File: config.mk
export PLATFORM = sky130hd
export DESIGN_NAME = gray_fifo_wr_ctrl
export DESIGN_NICKNAME = d
export VERILOG_FILES = /design/src/rtl/gray_fifo_pkg.sv /design/src/rtl/gray_ptr_sync.sv /design/src/rtl/gray_fifo_wr_ctrl.sv
export SDC_FILE = /design/constraint.sdc
export NUM_CORES = 1
export LEC_CHECK = 0
export ABC_AREA = 1
export CAP_MARGIN = 15
export CORE_MARGIN = 4
export CORE_UTILIZATION = 49
export DETAILED_ROUTE_END_ITERATION = 16
export PLACE_DENSITY = 0.82
export SLEW_MARGIN = 20
export SYNTH_ARGS = -nofsm -noshare
export SYNTH_HDL_FRONTEND = slang
export SYNTH_SLANG_ARGS = --single-unit
File: constraint.sdc
create_clock -name clk -period 3 [get_ports clk]
set_input_delay 0.6 -clock clk [delete_from_list [all_inputs] [get_ports clk]]
set_output_delay 0.6 -clock clk [all_outputs]
set_load 0.01 [all_outputs]
File: src/rtl/gray_fifo_pkg.sv
// Shared gray/binary pointer conversions for the async FIFO write and read controllers.
// Width is passed at call time so one function serves any pointer size up to MAX_PTR_W.
package gray_fifo_pkg;

    localparam int unsigned MAX_PTR_W = 32;

    typedef logic [MAX_PTR_W-1:0] ptr_t;

    // All-ones in the low w bits; a zero width yields an empty mask.
    function automatic ptr_t width_mask(input int unsigned w);
        ptr_t m;
        m = '1;
        if (w < MAX_PTR_W) begin
            m = m >> (MAX_PTR_W - w);
        end
        return m;
    endfunction

    function automatic ptr_t bin2gray(input ptr_t b, input int unsigned w);
        ptr_t bm;
        bm = b & width_mask(w);
        return bm ^ (bm >> 1);
    endfunction

    // Bits above w are masked off, so the running XOR starts from zero at the true MSB.
    function automatic ptr_t gray2bin(input ptr_t g, input int unsigned w);
        ptr_t gm;
        ptr_t b;
        gm = g & width_mask(w);
        b  = '0;
        b[MAX_PTR_W-1] = gm[MAX_PTR_W-1];
        for (int i = int'(MAX_PTR_W) - 2; i >= 0; i--) begin
            b[i] = b[i+1] ^ gm[i];
        end
        return b;
    endfunction

endpackage

File: src/rtl/gray_ptr_sync.sv
// Multi-flop synchronizer for a gray-coded pointer crossing into the local clock domain.
// Async active-high reset clears every stage to zero.
module gray_ptr_sync #(
    parameter int unsigned WIDTH  = 5,
    parameter int unsigned STAGES = 2
) (
    input  logic             clk,
    input  logic             rst,
    input  logic [WIDTH-1:0] d_async,
    output logic [WIDTH-1:0] q
);

    logic [WIDTH-1:0] sync_q [STAGES];

    always_ff @(posedge clk or posedge rst) begin
        if (rst) begin
            for (int i = 0; i < int'(STAGES); i++) begin
                sync_q[i] <= '0;
            end
        end else begin
            sync_q[0] <= d_async;
            for (int i = 1; i < int'(STAGES); i++) begin
                sync_q[i] <= sync_q[i-1];
            end
        end
    end

    assign q = sync_q[STAGES-1];

endmodule

File: src/rtl/gray_fifo_wr_ctrl.sv
// Write-side pointer controller of the gray-coded async FIFO: owns the write pointer,
// syncs the read pointer in, and derives full / almost_full / level / sticky overflow.
module gray_fifo_wr_ctrl
    import gray_fifo_pkg::*;
#(
    parameter int unsigned ADDR_WIDTH = 4,
    parameter int unsigned SYNC_DLY   = 2,
    parameter int unsigned AF_MARGIN  = 2
) (
    input  logic                  clk,
    input  logic                  rst,
    input  logic                  wr_en,
    input  logic                  ovf_clr,
    input  logic [ADDR_WIDTH:0]   rptr_gray_async,
    output logic                  wr_fire,
    output logic [ADDR_WIDTH-1:0] waddr,
    output logic [ADDR_WIDTH:0]   wptr_gray,
    output logic                  full,
    output logic                  almost_full,
    output logic [ADDR_WIDTH:0]   level,
    output logic                  wr_overflow
);

    localparam int unsigned PTR_W    = ADDR_WIDTH + 1;
    localparam int unsigned DEPTH    = 1 << ADDR_WIDTH;
    localparam int unsigned AF_LEVEL = DEPTH - AF_MARGIN;

    logic [PTR_W-1:0] bin_q,   bin_d;
    logic [PTR_W-1:0] gray_q,  gray_d;
    logic [PTR_W-1:0] level_q, level_d;
    logic             full_q,  full_d;
    logic             af_q,    af_d;
    logic             ovf_q,   ovf_d;
    logic [PTR_W-1:0] rq;
    logic [PTR_W-1:0] rq_bin;
    logic [PTR_W-1:0] rq_full_pattern;

    gray_ptr_sync #(
        .WIDTH  (PTR_W),
        .STAGES (SYNC_DLY)
    ) u_rptr_sync (
        .clk     (clk),
        .rst     (rst),
        .d_async (rptr_gray_async),
        .q       (rq)
    );

    // Accept gated only by the registered full, so the filling write blocks the next one.
    assign wr_fire = wr_en && !full_q;
    assign waddr   = bin_q[ADDR_WIDTH-1:0];

    // Full when the write pointer leads the read pointer by exactly one lap (top two gray bits inverted).
    assign rq_full_pattern = {~rq[ADDR_WIDTH:ADDR_WIDTH-1], rq[ADDR_WIDTH-2:0]};
    assign rq_bin          = PTR_W'(gray2bin(MAX_PTR_W'(rq), PTR_W));

    always_comb begin
        bin_d   = bin_q;
        gray_d  = gray_q;
        level_d = level_q;
        full_d  = full_q;
        af_d    = af_q;
        ovf_d   = ovf_q;

        if (wr_fire) begin
            bin_d = bin_q + PTR_W'(1);
        end
        gray_d  = PTR_W'(bin2gray(MAX_PTR_W'(bin_d), PTR_W));
        full_d  = (gray_d == rq_full_pattern);
        level_d = bin_d - rq_bin;
        af_d    = (level_d >= PTR_W'(AF_LEVEL));

        // A new overflow takes priority over a simultaneous clear.
        if (wr_en && full_q) begin
            ovf_d = 1'b1;
        end else if (ovf_clr) begin
            ovf_d = 1'b0;
        end
    end

    always_ff @(posedge clk or posedge rst) begin
        if (rst) begin
            bin_q   <= '0;
            gray_q  <= '0;
            level_q <= '0;
            full_q  <= 1'b0;
            af_q    <= 1'b0;
            ovf_q   <= 1'b0;
        end else begin
            bin_q   <= bin_d;
            gray_q  <= gray_d;
            level_q <= level_d;
            full_q  <= full_d;
            af_q    <= af_d;
            ovf_q   <= ovf_d;
        end
    end

    assign wptr_gray   = gray_q;
    assign full        = full_q;
    assign almost_full = af_q;
    assign level       = level_q;
    assign wr_overflow = ovf_q;

endmodule

# [Word-level counts from Yosys, hierarchy flattened]
# Cells that the tools add are included.
[word_totals] input_bits=9 out_inout_bits=18 register_bits=28
[classes] mux=3 n_reduce_logical=4 n_eq_ne=1 bitwise=6 n_lt_le_gt_ge=1 addsub=2
[ops] operator="$add A5 B1 Y5 const B" n=1
[ops] operator="$eq A5 B5 Y1" n=1
[ops] operator="$ge A5 B4 Y1 const B" n=1
[ops] operator="$mux W5" n=1
[ops] operator="$sub A5 B5 Y5" n=1
[ops] operator="$xor A5 B4 Y5" n=1
[ops] operator="$xor A1 B1 Y1" n=4
[ops] operator="$logic_and A1 B1 Y1" n=2
[ops] operator="$mux W1" n=2
[ops] operator="$not A2 Y2" n=1
[ops] operator="$reduce_bool A2 Y1" n=1
[ops] operator="$logic_not A1 Y1" n=1

# [Longest topological paths before layout]
[depth] word_depth=6 mapped_depth=13 mapped_depth_nobuf=13

# [By module]
# A second synthesis with hierarchy kept.
[unflattened] hier_cells=144 hier_area_um2=1305.0
[by_module_without_submodules] mod="gray_fifo_wr_ctrl" instances=1 seq_area_each_um2=425.4 area_each_um2=1013.5 cells_each=128
[by_module_without_submodules] mod="gray_ptr_sync" instances=1 seq_area_each_um2=250.2 area_each_um2=291.5 cells_each=16

# [Least setup slack after synthesis]
# Ideal clock, no wire load.
[synth_path] path_type="register to register" start="register u_rptr_sync.sync_q, in the netlist u_rptr_sync.q[4]" end="register af_q, in the netlist almost_full" required_time_ps=2875 arrival_time_ps=2080 slack_ps=794 synth_period_minus_slack_ps=2206 path_stages_with_launch=14 cell_sequence="dfrtp_1 -> xnor2_2 -> xor2_2 -> xor2_2 -> nand2_1 -> nand2_1 -> inv_1 -> ha_1 -> inv_1 -> fa_1 -> a31oi_1 -> inv_1 -> nand2_1 -> nand3_1"
[synth_between] elab_chain_cells=6
[synth_lines] item="start: declaration" line="gray_ptr_sync.sv:13" text="logic [WIDTH-1:0] sync_q [STAGES];"
[synth_lines] item="start signal: indexed assignment" line="gray_ptr_sync.sv:23" text="sync_q[i] <= sync_q[i-1];"
[synth_lines] item="$xor A1 B1 Y1 (4 in series)" line="gray_fifo_pkg.sv:33" text="b[i] = b[i+1] ^ gm[i];"
[synth_lines] item="$sub A5 B5 Y5 *" line="gray_fifo_wr_ctrl.sv:69" text="level_d = bin_d - rq_bin;"
[synth_lines] item="$ge A5 B4 Y1 *" line="gray_fifo_wr_ctrl.sv:70" text="af_d = (level_d >= PTR_W'(AF_LEVEL));"
[synth_lines] item="via af_d" line="gray_fifo_wr_ctrl.sv:32" text="logic af_q, af_d;"
[synth_lines] item="end signal: assignment" line="gray_fifo_wr_ctrl.sv:86" text="af_q <= 1'b0;"
[synth_lines] item="end signal: assignment" line="gray_fifo_wr_ctrl.sv:93" text="af_q <= af_d;"
[synth_lines] item="end: declaration" line="gray_fifo_wr_ctrl.sv:32"
# Mark *: on every way through the listed nets, which the timed path passes. The rest lies on a longest branch.
# A chain may end at the register's enable or synchronous reset.

# [Worst setup path in the final report]
[layout_path] start="input port wr_en" end="output port wr_fire"
[layout_between] elab_chain_cells=1
[layout_lines] item="start: declaration" line="gray_fifo_wr_ctrl.sv:12" text="input logic wr_en,"
[layout_lines] item="$logic_and A1 B1 Y1" line="gray_fifo_wr_ctrl.sv:49" text="assign wr_fire = wr_en && !full_q;"
[layout_lines] item="end: declaration" line="gray_fifo_wr_ctrl.sv:15" text="output logic wr_fire,"
# Every way passes these cells.

==> out/results.tsv <==
stage	metric	value	unit
worst_setup_path	crit_fanout	5	
synthesis	synth_cells	133	
grt	grt.total_usage	15.3	%
route	drtIter0Drc	27	
clocking	cts.htree.levels	1	
clocking	clkSinkCount	27	
route	drtPass1Iterations	4	
pwr	p_int	0.933	mW
run_status	outcome	finished, final reports clean	
clocking	cts_tree	yes	
synthesis	yosysTopAreaCellShare	53.5	%
grt	overflow	0	
placed_design	place_congestion	0.861	
timing	fmax	397	MHz
timing	period_minus_slack	2520	ps
layout	stdcell_area	1600	um2
route	route.detailed.drc	0	
timing	fin_crit_sh	83.9	%
floorplanning	die_area	3460	um2
worst_setup_path	critPathMaxStageDelay	580	ps
pwr	power_density	979	nW/um2
synthesis	syn-mean-instance-area	9.50	um2
layout	drive_above_1_share	11.0	%
clocking	clk_pin_slew	130	ps
pwr	seq_power_share	35.4	%
floorplanning	die_w	58.8	um
clocking	cts_made_buffers	3	
layout	seqCellArea	676	um2
clocking	post_cts_resized	0	
synthesis	netlist_top_cells_area	dfrtp_1, nand2_1, nand3_1	
clocking	postCtsSetupRepairBufs	0	
floorplanning	rows	18	
pwr	p_comb_share	55.0	%
clocking	clockBufferDepth	2	
worst_setup_path	crit_path_end_kind	output pin	
worst_setup_path	cp_data_required_time	2400	ps
pwr	power.share.switching	40.3	%
hold_path	hold_path_class	reg -> reg	
clocking	clock_latency	320	ps
synthesis	ys_seq_area_share	53.5	%
layout	multi_input_area	520	um2
route	via_per_inst	4.94	
pwr	clkPwrFrac	9.6	%
route	vias	959	
run	cap_viol_max_count	0	
worst_setup_path	crit_path_cell_trace	clkdlybuf4s50_1 -> inv_2 -> nor2_4 -> clkdlybuf4s50_1	
layout	fill_cells	204	
worst_setup_path	cp-start-kind	input pin	
timing	hold_ws	365	ps
clocking	cts.hold.buffers_added	0	
route	ant_nets	0	
timing	finalMaxSlewViolations	0	
placed_design	dp_hpwl	1740	um
worst_setup_path	worstSetupPathType	in -> out	
layout	final_cell_mix	nand2_1, dfrtp_1, clkdlybuf4s50_1	
worst_setup_path	cp_top_family	buffers and inverters	
timing	setup-tns-final	0	ps
grt	grt_pass1_wl	4060	um
synthesis	yosys.cell_types.count	20	
worst_setup_path	crit_top_cell	clkdlybuf4s50_1	
timing	max_slew_margin	78.1	%
worst_setup_path	slowest_stage	clkdlybuf4s50_1	
layout	area_delta_synth_final	26.3	%
worst_setup_path	worst-endpoint-arrival	1920	ps
layout	final_common_cell	nand2_1	
synthesis	synthesis.nets	148	
timing	skew	2.73	ps
pwr	ir_drop	683	uV
route	wl_per_cell	11.4	um
synthesis	ys_ff_latch	27	
route	wirelength	2220	um
floorplanning	top_level_ports	27	
timing	rsz0062_at_grt	false	
grt	grt_pass1_vias	991	
floorplanning	initial_core_util	51.0	%
timing	finalSetupViolations	0	
grt	antenna_found_initial	0	
floorplanning	die-height	58.8	um
clocking	cts_root_buf	clkbuf_4	
synthesis	synth.yosys.warnings	0	
timing	worstMarginPinSlew	328	ps
timing	hold_viol	0	
placed_design	io_buffer_count	26	
layout	diodes	0	
worst_setup_path	critPathBufInv	3	
placed_design	placed_area	1570	um2
synthesis	syn_area	1260	um2
pwr	p_leak	0.800	nW
layout	fin_nets	180	
grt	grt_max_degree	28	
synthesis	synth_top_cell_by_area	dfrtp_1	
pwr	power_switching	0.630	mW
floorplanning	core_area	2480	um2
cell type report:
| class | count | share of cell area (%) |
|---|---|---|
| Clock inverter | 1 | 0.313 |
| Inverter | 18 | 4.23 |
| Tap cell | 30 | 2.35 |
| Multi-Input combinational cell | 88 | 32.6 |
| Clock buffer | 3 | 1.41 |
| Timing Repair Buffer | 27 | 16.8 |
| Sequential cell | 27 | 42.3 |
path summary, 6_finish.rpt:
check	startpoint	end	slack [ps]	depth (start not counted)
worst max register to register	u_rptr_sync.q[4]$_DFF_PP0_	almost_full$_DFF_PP0_	590	13
worst min-delay path	u_rptr_sync.sync_q[5]$_DFF_PP0_	u_rptr_sync.q[0]$_DFF_PP0_	360	0
worst max-delay path	wr_en	wr_fire	480	4
min in group asynchronous	rst	level[2]$_DFF_PP0_	620	3
worst min register to register	u_rptr_sync.sync_q[5]$_DFF_PP0_	u_rptr_sync.q[0]$_DFF_PP0_	360	0
max in group asynchronous	rst	bin_q[3]$_DFF_PP0_	2140	3
kinds of logic (layout without fill, tap and decap cells):
logic type / Yosys count / after routing / synth area share, %
xor gates and xnor gates: 7 / 7 / 6.63
DFF: 27 / 27 / 53.5
AOI/OAI and AO/OA: 5 / 5 / 2.57
adders and majority gates: 6 / 6 / 6.53
buffers and inverters: 18 / 49 / 5.35
and+or+nand+nor: 70 / 70 / 25.4
power by group through the flow:
stage          clock network (mW)  registers [mW]  logic, mW
6_report                    0.151           0.553      0.859
5_1_grt                     0.177           0.567      0.972
4_1_cts                     0.156           0.554      0.872
3_5_place_dp                    0           0.558      0.864
3_3_place_gp                    0           0.553      0.839
2_1_floorplan                   0           0.602      0.477
synthesized netlist by cell type (all sizes together):
cell type	n
xnor2	1
dfrtp	27
o21bai	2
nand3b	4
a21oi	1
inv	18
nand3	14
a31oi	1
nand2	47
fa	1
xor2	6
o22ai	1
ha	5
nor2	5
state kept, by name, summed over array words and instances, names as in the netlist:
register	count
u_rptr_sync.q	5
u_rptr_sync.sync_q	5
wptr_gray	4
bin_q	5
almost_full	1
wr_overflow	1
full	1
level	5
routing by layer:
layer	vias up	track usage (%)	routed length [um]
li1	476	-	-
met1	449	18.6	972
met2	30	27.0	1080
met3	4	2.63	128
met4	0	5.83	38
met5	-	0	0
worst reg2reg max path, stage by stage, from the launching register on:
cell and delay (ps):
dfrtp_1 440, xnor2_2 240, xor2_2 270, xor2_2 140, nand2_1 80, nand2_1 50
inv_1 50, ha_1 140, inv_1 60, fa_1 400, a31oi_1 240, inv_1 60
nand2_1 80, nand3_1 70
metrics by stage:
step	setup WS (ps)	util [%]	total power [mW]	instances
floorplan	794	-	1.08	133
global placement	397	63.3	1.39	190
detailed placement	309	63.3	1.42	190
CTS	486	64.4	1.58	194
global route	383	64.4	1.72	194
finish	484	64.4	1.56	194
No activity file was read; power rests on OpenSTA's default activity.
